[src/rtl/uart_io_system_if.sv]
// uart_io_system_if
// Pin bundle of the I/O controller: host UART pair, the 32-bit parallel
// output register and the SPI master pins.
//   rxd    : host UART serial input (idle high)
//   txd    : host UART serial output (idle high)
//   salida : 32-bit parallel output register
//   sck    : SPI clock (idle low)
//   mosi   : SPI data out
//   miso   : SPI data in
//   fssb   : SPI chip select, active low
// Modports: slave = the controller side, master = the board / test side.
interface uart_io_system_if;
    logic        rxd;
    logic        txd;
    logic [31:0] salida;
    logic        sck;
    logic        mosi;
    logic        miso;
    logic        fssb;

    modport slave (
        input  rxd,
        input  miso,
        output txd,
        output salida,
        output sck,
        output mosi,
        output fssb
    );

    modport master (
        output rxd,
        output miso,
        input  txd,
        input  salida,
        input  sck,
        input  mosi,
        input  fssb
    );
endinterface

[src/rtl/uart_io_system.sv]
// uart_io_system
// I/O controller commanded over a host UART (8N1). Commands load a 32-bit
// output register, run one SPI mode-0 byte transfer, exercise a second
// UART (UART B) for link self-test, or read back the output register.
//   Parameters: BAUD_DIV (clocks per UART bit, >= 8), SPI_DIV (clocks per
//               SCK half-period, >= 1).
//   Ports: clk, reset (asynchronous, active high), io (uart_io_system_if
//          slave modport: rxd, txd, salida, sck, mosi, miso, fssb).
//   Build option: define UARTB_LOOPBACK_EN to feed UART B TX straight into
//   UART B RX. Without it UART B RX sees a constant idle line, so command
//   0x03 always ends in the 0xE3 timeout reply.

// ---------------------------------------------------------------------------
// UART receiver: 2-FF synchroniser, false-start rejection, framing check.
// valid pulses for one clock with data when a frame has a good stop bit.
// ---------------------------------------------------------------------------
module uart_io_system_rx #(
    parameter int BAUD_DIV = 434
) (
    input  logic       clk,
    input  logic       reset,
    input  logic       rxd,
    output logic       valid,
    output logic [7:0] data
);
    localparam int CNT_W = $clog2(BAUD_DIV);
    localparam logic [CNT_W-1:0] HALF_LAST = CNT_W'(BAUD_DIV / 2 - 1);
    localparam logic [CNT_W-1:0] BIT_LAST  = CNT_W'(BAUD_DIV - 1);

    typedef enum logic [1:0] {RX_IDLE, RX_START, RX_DATA, RX_STOP} rx_state_t;

    rx_state_t        state_reg;
    logic [1:0]       sync_reg;
    logic             prev_reg;
    logic [CNT_W-1:0] cnt_reg;
    logic [2:0]       bit_reg;
    logic [7:0]       shift_reg;
    logic             valid_reg;
    logic [7:0]       data_reg;

    always_ff @(posedge clk or posedge reset) begin
        if (reset) begin
            state_reg <= RX_IDLE;
            sync_reg  <= 2'b11;
            prev_reg  <= 1'b1;
            cnt_reg   <= '0;
            bit_reg   <= '0;
            shift_reg <= '0;
            valid_reg <= 1'b0;
            data_reg  <= '0;
        end else begin
            sync_reg  <= {sync_reg[0], rxd};
            prev_reg  <= sync_reg[1];
            valid_reg <= 1'b0;
            case (state_reg)
                RX_IDLE: begin
                    if (prev_reg && !sync_reg[1]) begin
                        state_reg <= RX_START;
                        cnt_reg   <= '0;
                    end
                end
                RX_START: begin
                    if (cnt_reg == HALF_LAST) begin
                        cnt_reg <= '0;
                        bit_reg <= '0;
                        // Line back high at mid start bit: a glitch, not a frame.
                        state_reg <= sync_reg[1] ? RX_IDLE : RX_DATA;
                    end else begin
                        cnt_reg <= cnt_reg + 1'b1;
                    end
                end
                RX_DATA: begin
                    if (cnt_reg == BIT_LAST) begin
                        cnt_reg   <= '0;
                        shift_reg <= {sync_reg[1], shift_reg[7:1]};
                        bit_reg   <= bit_reg + 1'b1;
                        if (bit_reg == 3'd7) begin
                            state_reg <= RX_STOP;
                        end
                    end else begin
                        cnt_reg <= cnt_reg + 1'b1;
                    end
                end
                default: begin
                    if (cnt_reg == BIT_LAST) begin
                        cnt_reg   <= '0;
                        state_reg <= RX_IDLE;
                        if (sync_reg[1]) begin
                            valid_reg <= 1'b1;
                            data_reg  <= shift_reg;
                        end
                    end else begin
                        cnt_reg <= cnt_reg + 1'b1;
                    end
                end
            endcase
        end
    end

    assign valid = valid_reg;
    assign data  = data_reg;
endmodule

// ---------------------------------------------------------------------------
// UART transmitter with a one-byte holding register. A byte waiting in the
// holding register is started straight out of the previous stop bit, so
// consecutive frames have no idle gap.
// ---------------------------------------------------------------------------
module uart_io_system_tx #(
    parameter int BAUD_DIV = 434
) (
    input  logic       clk,
    input  logic       reset,
    input  logic       load,
    input  logic [7:0] data,
    output logic       hold_full,
    output logic       busy,
    output logic       txd
);
    localparam int CNT_W = $clog2(BAUD_DIV);
    localparam logic [CNT_W-1:0] BIT_LAST = CNT_W'(BAUD_DIV - 1);

    logic             active_reg;
    logic             hold_valid_reg;
    logic [7:0]       hold_reg;
    logic [8:0]       shift_reg;
    logic [3:0]       bit_reg;
    logic [CNT_W-1:0] cnt_reg;
    logic             txd_reg;

    always_ff @(posedge clk or posedge reset) begin
        if (reset) begin
            active_reg     <= 1'b0;
            hold_valid_reg <= 1'b0;
            hold_reg       <= '0;
            shift_reg      <= '1;
            bit_reg        <= '0;
            cnt_reg        <= '0;
            txd_reg        <= 1'b1;
        end else begin
            if (!active_reg) begin
                if (hold_valid_reg) begin
                    active_reg     <= 1'b1;
                    hold_valid_reg <= 1'b0;
                    shift_reg      <= {1'b1, hold_reg};
                    bit_reg        <= '0;
                    cnt_reg        <= '0;
                    txd_reg        <= 1'b0;
                end
            end else if (cnt_reg == BIT_LAST) begin
                cnt_reg <= '0;
                if (bit_reg == 4'd9) begin
                    if (hold_valid_reg) begin
                        hold_valid_reg <= 1'b0;
                        shift_reg      <= {1'b1, hold_reg};
                        bit_reg        <= '0;
                        txd_reg        <= 1'b0;
                    end else begin
                        active_reg <= 1'b0;
                    end
                end else begin
                    // shift_reg carries data bits then the stop bit.
                    txd_reg   <= shift_reg[0];
                    shift_reg <= {1'b1, shift_reg[8:1]};
                    bit_reg   <= bit_reg + 1'b1;
                end
            end else begin
                cnt_reg <= cnt_reg + 1'b1;
            end
            // Placed last so a load coinciding with a frame start keeps the new byte.
            if (load) begin
                hold_reg       <= data;
                hold_valid_reg <= 1'b1;
            end
        end
    end

    assign hold_full = hold_valid_reg;
    assign busy      = active_reg | hold_valid_reg;
    assign txd       = txd_reg;
endmodule

// ---------------------------------------------------------------------------
// SPI mode-0 master, one byte, MSB first. A transfer is 18 phases of
// SPI_DIV clocks: phases 0-1 lead-in with fssb low and bit 7 on mosi,
// SCK rises at the end of odd phases 1..15 (miso sampled), falls at the
// end of even phases 2..16 (mosi advances), fssb rises after phase 17.
// ---------------------------------------------------------------------------
module uart_io_system_spi #(
    parameter int SPI_DIV = 4
) (
    input  logic       clk,
    input  logic       reset,
    input  logic       start,
    input  logic [7:0] data,
    input  logic       miso,
    output logic       sck,
    output logic       mosi,
    output logic       fssb,
    output logic       done,
    output logic [7:0] rx_data
);
    localparam int CNT_W = (SPI_DIV > 1) ? $clog2(SPI_DIV) : 1;
    localparam logic [CNT_W-1:0] DIV_LAST = CNT_W'(SPI_DIV - 1);

    logic             active_reg;
    logic [4:0]       phase_reg;
    logic [CNT_W-1:0] cnt_reg;
    logic [7:0]       tx_reg;
    logic [7:0]       rx_reg;
    logic             sck_reg;
    logic             mosi_reg;
    logic             fssb_reg;
    logic             done_reg;

    always_ff @(posedge clk or posedge reset) begin
        if (reset) begin
            active_reg <= 1'b0;
            phase_reg  <= '0;
            cnt_reg    <= '0;
            tx_reg     <= '0;
            rx_reg     <= '0;
            sck_reg    <= 1'b0;
            mosi_reg   <= 1'b0;
            fssb_reg   <= 1'b1;
            done_reg   <= 1'b0;
        end else begin
            done_reg <= 1'b0;
            if (!active_reg) begin
                if (start) begin
                    active_reg <= 1'b1;
                    fssb_reg   <= 1'b0;
                    mosi_reg   <= data[7];
                    tx_reg     <= {data[6:0], 1'b0};
                    phase_reg  <= '0;
                    cnt_reg    <= '0;
                end
            end else if (cnt_reg == DIV_LAST) begin
                cnt_reg   <= '0;
                phase_reg <= phase_reg + 1'b1;
                if (phase_reg == 5'd17) begin
                    fssb_reg   <= 1'b1;
                    active_reg <= 1'b0;
                    done_reg   <= 1'b1;
                end else if (phase_reg[0]) begin
                    sck_reg <= 1'b1;
                    rx_reg  <= {rx_reg[6:0], miso};
                end else if (phase_reg != 5'd0) begin
                    sck_reg <= 1'b0;
                    if (phase_reg != 5'd16) begin
                        mosi_reg <= tx_reg[7];
                        tx_reg   <= {tx_reg[6:0], 1'b0};
                    end
                end
            end else begin
                cnt_reg <= cnt_reg + 1'b1;
            end
        end
    end

    assign sck     = sck_reg;
    assign mosi    = mosi_reg;
    assign fssb    = fssb_reg;
    assign done    = done_reg;
    assign rx_data = rx_reg;
endmodule

// ---------------------------------------------------------------------------
// Top level: command FSM tying the host UART, SPI master and UART B.
// ---------------------------------------------------------------------------
module uart_io_system #(
    parameter int BAUD_DIV = 434,
    parameter int SPI_DIV  = 4
) (
    input  logic               clk,
    input  logic               reset,
    uart_io_system_if.slave    io
);
    localparam int TO_W = $clog2(12 * BAUD_DIV);
    localparam logic [TO_W-1:0] TO_LAST = TO_W'(12 * BAUD_DIV - 1);

    typedef enum logic [1:0] {ST_IDLE, ST_ARGS, ST_EXEC, ST_REPLY} cmd_state_t;

    logic       host_rx_valid;
    logic [7:0] host_rx_data;
    logic       host_tx_hold_full;
    logic       host_tx_busy;
    logic       host_txd;
    logic       b_rx_valid;
    logic [7:0] b_rx_data;
    logic       b_rx_in;
    logic       b_tx_hold_full;
    logic       b_tx_busy;
    logic       b_txd;
    logic       spi_done;
    logic [7:0] spi_rx_data;
    logic       unused_b;

    cmd_state_t      state_reg;
    logic [7:0]      op_reg;
    logic [2:0]      args_left_reg;
    logic [23:0]     arg_reg;
    logic [31:0]     salida_reg;
    logic [39:0]     reply_buf_reg;
    logic [2:0]      reply_left_reg;
    logic            tx_load_reg;
    logic [7:0]      tx_data_reg;
    logic            spi_start_reg;
    logic            b_load_reg;
    logic            b_sent_reg;
    logic [TO_W-1:0] timer_reg;

    uart_io_system_rx #(.BAUD_DIV(BAUD_DIV)) u_host_rx (
        .clk(clk), .reset(reset), .rxd(io.rxd),
        .valid(host_rx_valid), .data(host_rx_data)
    );

    uart_io_system_tx #(.BAUD_DIV(BAUD_DIV)) u_host_tx (
        .clk(clk), .reset(reset), .load(tx_load_reg), .data(tx_data_reg),
        .hold_full(host_tx_hold_full), .busy(host_tx_busy), .txd(host_txd)
    );

    uart_io_system_tx #(.BAUD_DIV(BAUD_DIV)) u_b_tx (
        .clk(clk), .reset(reset), .load(b_load_reg), .data(arg_reg[7:0]),
        .hold_full(b_tx_hold_full), .busy(b_tx_busy), .txd(b_txd)
    );

`ifdef UARTB_LOOPBACK_EN
    assign b_rx_in = b_txd;
`else
    assign b_rx_in = 1'b1;
`endif
    // UART B's holding flag (and, without loopback, its line) have no consumer.
    assign unused_b = b_tx_hold_full ^ b_txd;

    uart_io_system_rx #(.BAUD_DIV(BAUD_DIV)) u_b_rx (
        .clk(clk), .reset(reset), .rxd(b_rx_in),
        .valid(b_rx_valid), .data(b_rx_data)
    );

    uart_io_system_spi #(.SPI_DIV(SPI_DIV)) u_spi (
        .clk(clk), .reset(reset), .start(spi_start_reg), .data(arg_reg[7:0]),
        .miso(io.miso), .sck(io.sck), .mosi(io.mosi), .fssb(io.fssb),
        .done(spi_done), .rx_data(spi_rx_data)
    );

    always_ff @(posedge clk or posedge reset) begin
        if (reset) begin
            state_reg      <= ST_IDLE;
            op_reg         <= '0;
            args_left_reg  <= '0;
            arg_reg        <= '0;
            salida_reg     <= '0;
            reply_buf_reg  <= '0;
            reply_left_reg <= '0;
            tx_load_reg    <= 1'b0;
            tx_data_reg    <= '0;
            spi_start_reg  <= 1'b0;
            b_load_reg     <= 1'b0;
            b_sent_reg     <= 1'b0;
            timer_reg      <= '0;
        end else begin
            tx_load_reg   <= 1'b0;
            spi_start_reg <= 1'b0;
            b_load_reg    <= 1'b0;
            case (state_reg)
                ST_IDLE: begin
                    if (host_rx_valid) begin
                        op_reg  <= host_rx_data;
                        arg_reg <= '0;
                        case (host_rx_data)
                            8'h01: begin
                                args_left_reg <= 3'd4;
                                state_reg     <= ST_ARGS;
                            end
                            8'h02, 8'h03: begin
                                args_left_reg <= 3'd1;
                                state_reg     <= ST_ARGS;
                            end
                            8'h04: begin
                                reply_buf_reg  <= {8'hA4, salida_reg};
                                reply_left_reg <= 3'd5;
                                state_reg      <= ST_REPLY;
                            end
                            default: begin
                                reply_buf_reg  <= {8'hEE, 32'h0};
                                reply_left_reg <= 3'd1;
                                state_reg      <= ST_REPLY;
                            end
                        endcase
                    end
                end
                ST_ARGS: begin
                    if (host_rx_valid) begin
                        arg_reg       <= {arg_reg[15:0], host_rx_data};
                        args_left_reg <= args_left_reg - 1'b1;
                        if (args_left_reg == 3'd1) begin
                            case (op_reg)
                                8'h01: begin
                                    salida_reg     <= {arg_reg, host_rx_data};
                                    reply_buf_reg  <= {8'hA1, 32'h0};
                                    reply_left_reg <= 3'd1;
                                    state_reg      <= ST_REPLY;
                                end
                                8'h02: begin
                                    spi_start_reg <= 1'b1;
                                    state_reg     <= ST_EXEC;
                                end
                                default: begin
                                    b_load_reg <= 1'b1;
                                    b_sent_reg <= 1'b0;
                                    timer_reg  <= '0;
                                    state_reg  <= ST_EXEC;
                                end
                            endcase
                        end
                    end
                end
                ST_EXEC: begin
                    if (op_reg == 8'h02) begin
                        if (spi_done) begin
                            reply_buf_reg  <= {8'hA2, spi_rx_data, 24'h0};
                            reply_left_reg <= 3'd2;
                            state_reg      <= ST_REPLY;
                        end
                    end else begin
                        // The loopback byte lands mid stop bit, before UART B
                        // TX is idle, so reception is watched throughout.
                        if (b_rx_valid) begin
                            reply_buf_reg  <= {8'hA3, b_rx_data, 24'h0};
                            reply_left_reg <= 3'd2;
                            state_reg      <= ST_REPLY;
                        end else if (b_sent_reg && !b_tx_busy) begin
                            if (timer_reg == TO_LAST) begin
                                reply_buf_reg  <= {8'hE3, 32'h0};
                                reply_left_reg <= 3'd1;
                                state_reg      <= ST_REPLY;
                            end else begin
                                timer_reg <= timer_reg + 1'b1;
                            end
                        end else if (b_tx_busy) begin
                            b_sent_reg <= 1'b1;
                        end
                    end
                end
                default: begin
                    // Keep the TX holding register topped up; tx_load_reg
                    // covers the clock before hold_full reflects a load.
                    if (reply_left_reg != 3'd0) begin
                        if (!host_tx_hold_full && !tx_load_reg) begin
                            tx_load_reg    <= 1'b1;
                            tx_data_reg    <= reply_buf_reg[39:32];
                            reply_buf_reg  <= {reply_buf_reg[31:0], 8'h00};
                            reply_left_reg <= reply_left_reg - 1'b1;
                        end
                    end else if (!host_tx_busy && !tx_load_reg) begin
                        state_reg <= ST_IDLE;
                    end
                end
            endcase
        end
    end

    assign io.txd    = host_txd;
    assign io.salida = salida_reg;
endmodule

[src/flat_wrapper.sv]
// flat-port wrapper written by rule: the top's interface ports become plain ports
module uart_io_system_flat 
#(
    parameter int BAUD_DIV = 434,
    parameter int SPI_DIV  = 4
)
  (clk, reset, io_rxd, io_miso, io_txd, io_salida, io_sck, io_mosi, io_fssb);
  uart_io_system_if io_i ();
  input  logic clk;
  input  logic reset;
  input wire logic [$bits(io_i.rxd)-1:0] io_rxd;
  input wire logic [$bits(io_i.miso)-1:0] io_miso;
  output wire logic [$bits(io_i.txd)-1:0] io_txd;
  output wire logic [$bits(io_i.salida)-1:0] io_salida;
  output wire logic [$bits(io_i.sck)-1:0] io_sck;
  output wire logic [$bits(io_i.mosi)-1:0] io_mosi;
  output wire logic [$bits(io_i.fssb)-1:0] io_fssb;
  assign io_i.rxd = io_rxd;
  assign io_i.miso = io_miso;
  assign io_txd = io_i.txd;
  assign io_salida = io_i.salida;
  assign io_sck = io_i.sck;
  assign io_mosi = io_i.mosi;
  assign io_fssb = io_i.fssb;
  uart_io_system #(.BAUD_DIV(BAUD_DIV), .SPI_DIV(SPI_DIV)) u_core (.clk(clk), .reset(reset), .io(io_i));
endmodule
[config.mk]
export PLATFORM = sky130hd
export DESIGN_NAME = uart_io_system_flat
export DESIGN_NICKNAME = d
export VERILOG_FILES = /design/src/rtl/uart_io_system_if.sv /design/src/rtl/uart_io_system.sv /design/src/flat_wrapper.sv
export SDC_FILE = /design/constraint.sdc
export NUM_CORES = 1
export LEC_CHECK = 0
export CORE_UTILIZATION = 40
export DETAILED_ROUTE_END_ITERATION = 8
export GPL_TIMING_DRIVEN = 0
export PLACE_DENSITY = 0.53
export SYNTH_ARGS = -nofsm -noshare
export SYNTH_HDL_FRONTEND = slang
export SYNTH_SLANG_ARGS = --single-unit
[constraint.sdc]
create_clock -name clk -period 10.2 [get_ports clk]
set_input_delay 1.53 -clock clk [delete_from_list [all_inputs] [get_ports clk]]
set_output_delay 1.53 -clock clk [all_outputs]
set_load 0.005 [all_outputs]
==> impl_metrics.csv <==
group,metric,value,unit
run_status,status,"finished clean",
drt,drt_iter0_drc,538,
timing,worst_hold_slack,0.3540,ns
drt,wl_per_cell,17.49,µm
global_route,met1_usage,27.94,%
timing,clock.fmax,323.8,MHz
drt,wirelength,26.22,mm
clocking,cts_hold_repair.buffers,0,
timing,fin_crit_sh,30.28,%
logic_synthesis,yosys_warnings,0,
critical_path,critPathSlowestCell,"dfstp_2",
critical_path,critPathArrivalTime,1.56,ns
logic_synthesis,syn_area_per_cell,10.99,µm²
power_and_ir_drop,power-per-cell-area,156.4,nW/µm²
drt,dr.pass1.iters,6,
placed_design,gp_congestion,0.7950,
power_and_ir_drop,power,2.055,mW
die,io_pins,40,
drt,ant_nets,0,
critical_path,slowest_delay,0.53,ns
global_route,grt_most_used_layer,"met2",
logic_synthesis,synth-edff-count,0,
drt,vias_per_cell,5.428,
layout,syn2layout_area_growth,16.30,%
logic_synthesis,synthArstFlopShare,100.0,%
logic_synthesis,ys_ff_latch,247,
drt,drc,0,
layout,drive_gt1_share,16.06,%
power_and_ir_drop,power.leakage,5.923,nW
timing,slew_viol_final,0,
critical_path,cp.buffers_inverters,1,
logic_synthesis,ys_seq_area_share,54.85,%
logic_synthesis,syn-cell-area,11300,µm²
clocking,numCtsBuffers,28,
global_route,overflow,0,
layout,largest_reg_flops,40,
global_route,grt.total_usage,18.93,%
critical_path,worstPathRequired,8.67,ns
min_path,min_path_type,"register to register",
logic_synthesis,syn_inst,1028,
critical_path,r2r_slack,7.30,ns
die,fp.dieW,170.1,µm
die,initial_core_util,40.68,%
timing,relSlewSlack,30.42,%
timing,layout_min_cycle_time,3.088,ns
layout,final_nets,1129,
global_route,grt_max_degree,97,
layout,antenna_cells,0,
run,drv_cap,0,
layout,fillers,2619,
timing,rsz0062_at_grt,"false",
timing,finalClockSkew,0.01661,ns
global_route,use_met3,3.023,%
clocking,path_clk_slew,0.05,ns
global_route,first_global_vias,8107,
logic_synthesis,synth_cell_type_count,72,
die,dieArea,28930,µm²
drt,vias,8137,
logic_synthesis,synth_nets,1058,
timing,setup_violations,0,
power_and_ir_drop,vdd_drop_max,0.1057,mV
global_route,grt_util_met2,29.04,%
critical_path,crit_family,"flip-flops",
critical_path,crit_fanout,2,
clocking,cts_tree,"yes",
global_route,antenna_found_initial,0,
clocking,post_cts_resized,0,
global_route,grt_pass1_wl,43.92,mm
critical_path,cp-end-kind,"output pin",
timing,tightest_slew,1.030,ns
die,chipHeight,170.1,µm
timing,hold_viol_final,0,
die,placementRows,61,
critical_path,crit_type,"register to output pin",
clocking,numClockSinks,247,
die,core_area,27780,µm²
logic_synthesis,synth_ff_type,"dfrtp_1",
clocking,clk_path_buf_depth,3,
placed_design,dp_hpwl,17.83,mm
placed_design,io_buffer_count,39,
clocking,post_cts_buffers,0,
clocking,cts_root_buf,"clkbuf_16",
clocking,clk_latency,0.54,ns
critical_path,path_cells,"clkdlybuf4s50_1",
critical_path,startpoint_type,"register",
clocking,cts_htree_levels,1,
worst paths after layout:
kind	start	end	depth (start not counted)
max in group asynchronous	reset	u_core.u_spi.phase_reg[2]	3
max	u_core.u_spi.fssb	io_fssb	1
min reg2reg	u_core.u_host_rx.sync_reg[0]	u_core.u_host_rx.sync_reg[1]	0
max reg2reg	u_core.u_b_tx.active_reg	u_core.timer_reg[5]	6
min in group asynchronous	reset	u_core.timer_reg[1]	2
min	u_core.u_host_rx.sync_reg[0]	u_core.u_host_rx.sync_reg[1]	0
layer usage:
layer  vias up  part of all wire (%)
li1       3896                     -
met1      4068                    50
met2       140                    44
met3        33                   3.8
met4         0                   1.9
met5         -                     0
synth_stat cells (3+ instances only):
| master | instances | share of area (%) |
|---|---|---|
| and3_1 | 6 | 0.33 |
| and2_1 | 8 | 0.44 |
| a31oi_1 | 47 | 2.6 |
| a21bo_2 | 7 | 0.62 |
| o41ai_1 | 4 | 0.31 |
| a21oi_1 | 63 | 2.8 |
| inv_1 | 31 | 1.0 |
| nand2_1 | 109 | 3.6 |
| nand4_1 | 20 | 1.1 |
| nand3_1 | 21 | 0.93 |
| nor2b_1 | 5 | 0.28 |
| xnor2_1 | 8 | 0.62 |
| clkbuf_1 | 43 | 1.4 |
| a21o_1 | 6 | 0.40 |
| dfstp_2 | 14 | 3.3 |
| nand3b_1 | 3 | 0.20 |
| mux2i_1 | 12 | 1.1 |
| ha_1 | 26 | 2.9 |
| nand4b_1 | 7 | 0.54 |
| a22oi_1 | 17 | 1.1 |
| and4_1 | 3 | 0.23 |
| o21ai_0 | 53 | 2.3 |
| nand2b_1 | 11 | 0.61 |
| buf_4 | 4 | 0.27 |
| nor4_1 | 10 | 0.55 |
| nor2_1 | 50 | 1.7 |
| o21a_1 | 3 | 0.20 |
| o22ai_1 | 6 | 0.33 |
| a22o_1 | 40 | 3.1 |
| or2_2 | 4 | 0.22 |
| buf_2 | 9 | 0.40 |
| xor2_1 | 5 | 0.39 |
| dfrtp_1 | 233 | 52 |
| mux2_2 | 82 | 8.2 |
| a41oi_1 | 4 | 0.31 |
| nor3_1 | 11 | 0.49 |
placed cells by master, fill, tap and decap left out, drive strengths merged, types with 3 or more instances in the layout:
cell type        n
dfstp           14
a21o             6
and4             3
nand3           21
xnor2            8
a22o            40
nand2b          11
mux2i           12
o21ai           54
o22ai            6
nand4           20
clkinv           7
nor2            50
nand4b           7
o21a             3
nor3            11
a41oi            4
a21oi           63
buf             17
a31oi           47
clkbuf          89
nand3b           3
inv             31
a22oi           17
and2             8
dfrtp          233
mux2            82
clkdlybuf4s50   39
and3             6
nand2          110
ha              26
nor2b            5
nor4            12
o41ai            4
or2              4
a21bo            8
xor2             5
cell families after synthesis:
logic type               Yosys count  synth area share [%]
flip-flops                       247                 54.85
adder cells (fa/ha/maj)           26                 2.879
XOR/XNOR                          13                 1.008
buffers and inverters             90                 3.288
other                              1               0.03318
AO/OA/AOI/OAI                    273                 16.11
AND/OR/NAND/NOR                  284                 12.60
multiplexers                      94                 9.234
cell type report:
class,count,area [µm²],area share (%)
sequential,247,6198,47.16
multi-input combinational,691,4737,36.04
clock buffer,46,879.6,6.693
tap,378,473.0,3.599
timing repair buffer,41,445.4,3.389
buffer,58,251.5,1.914
inverter,32,127.6,0.9711
clock inverter,6,30.03,0.2285
where the power goes:
part	switching [mW]	internal, mW	leakage [nW]
clock network	0.396	0.584	0.455
logic	0.0474	0.0234	2.08
registers	0.0111	0.993	3.38
metrics by stage:
step           area [µm²]  setup WS (ns)  util (%)  setup TNS (ns)  cells
3_3_place_gp        12160         -1.663     43.78         -382.63   1445
5_1_grt             13140          7.041     47.31               0   1499
3_5_place_dp        12230          7.294     44.01               0   1447
2_1_floorplan       11300          1.907         -               0   1028
4_1_cts             13140          7.080     47.28               0   1499
6_report            13140          7.112     47.31               0   1499
No activity file was read; power rests on OpenSTA's default activity.
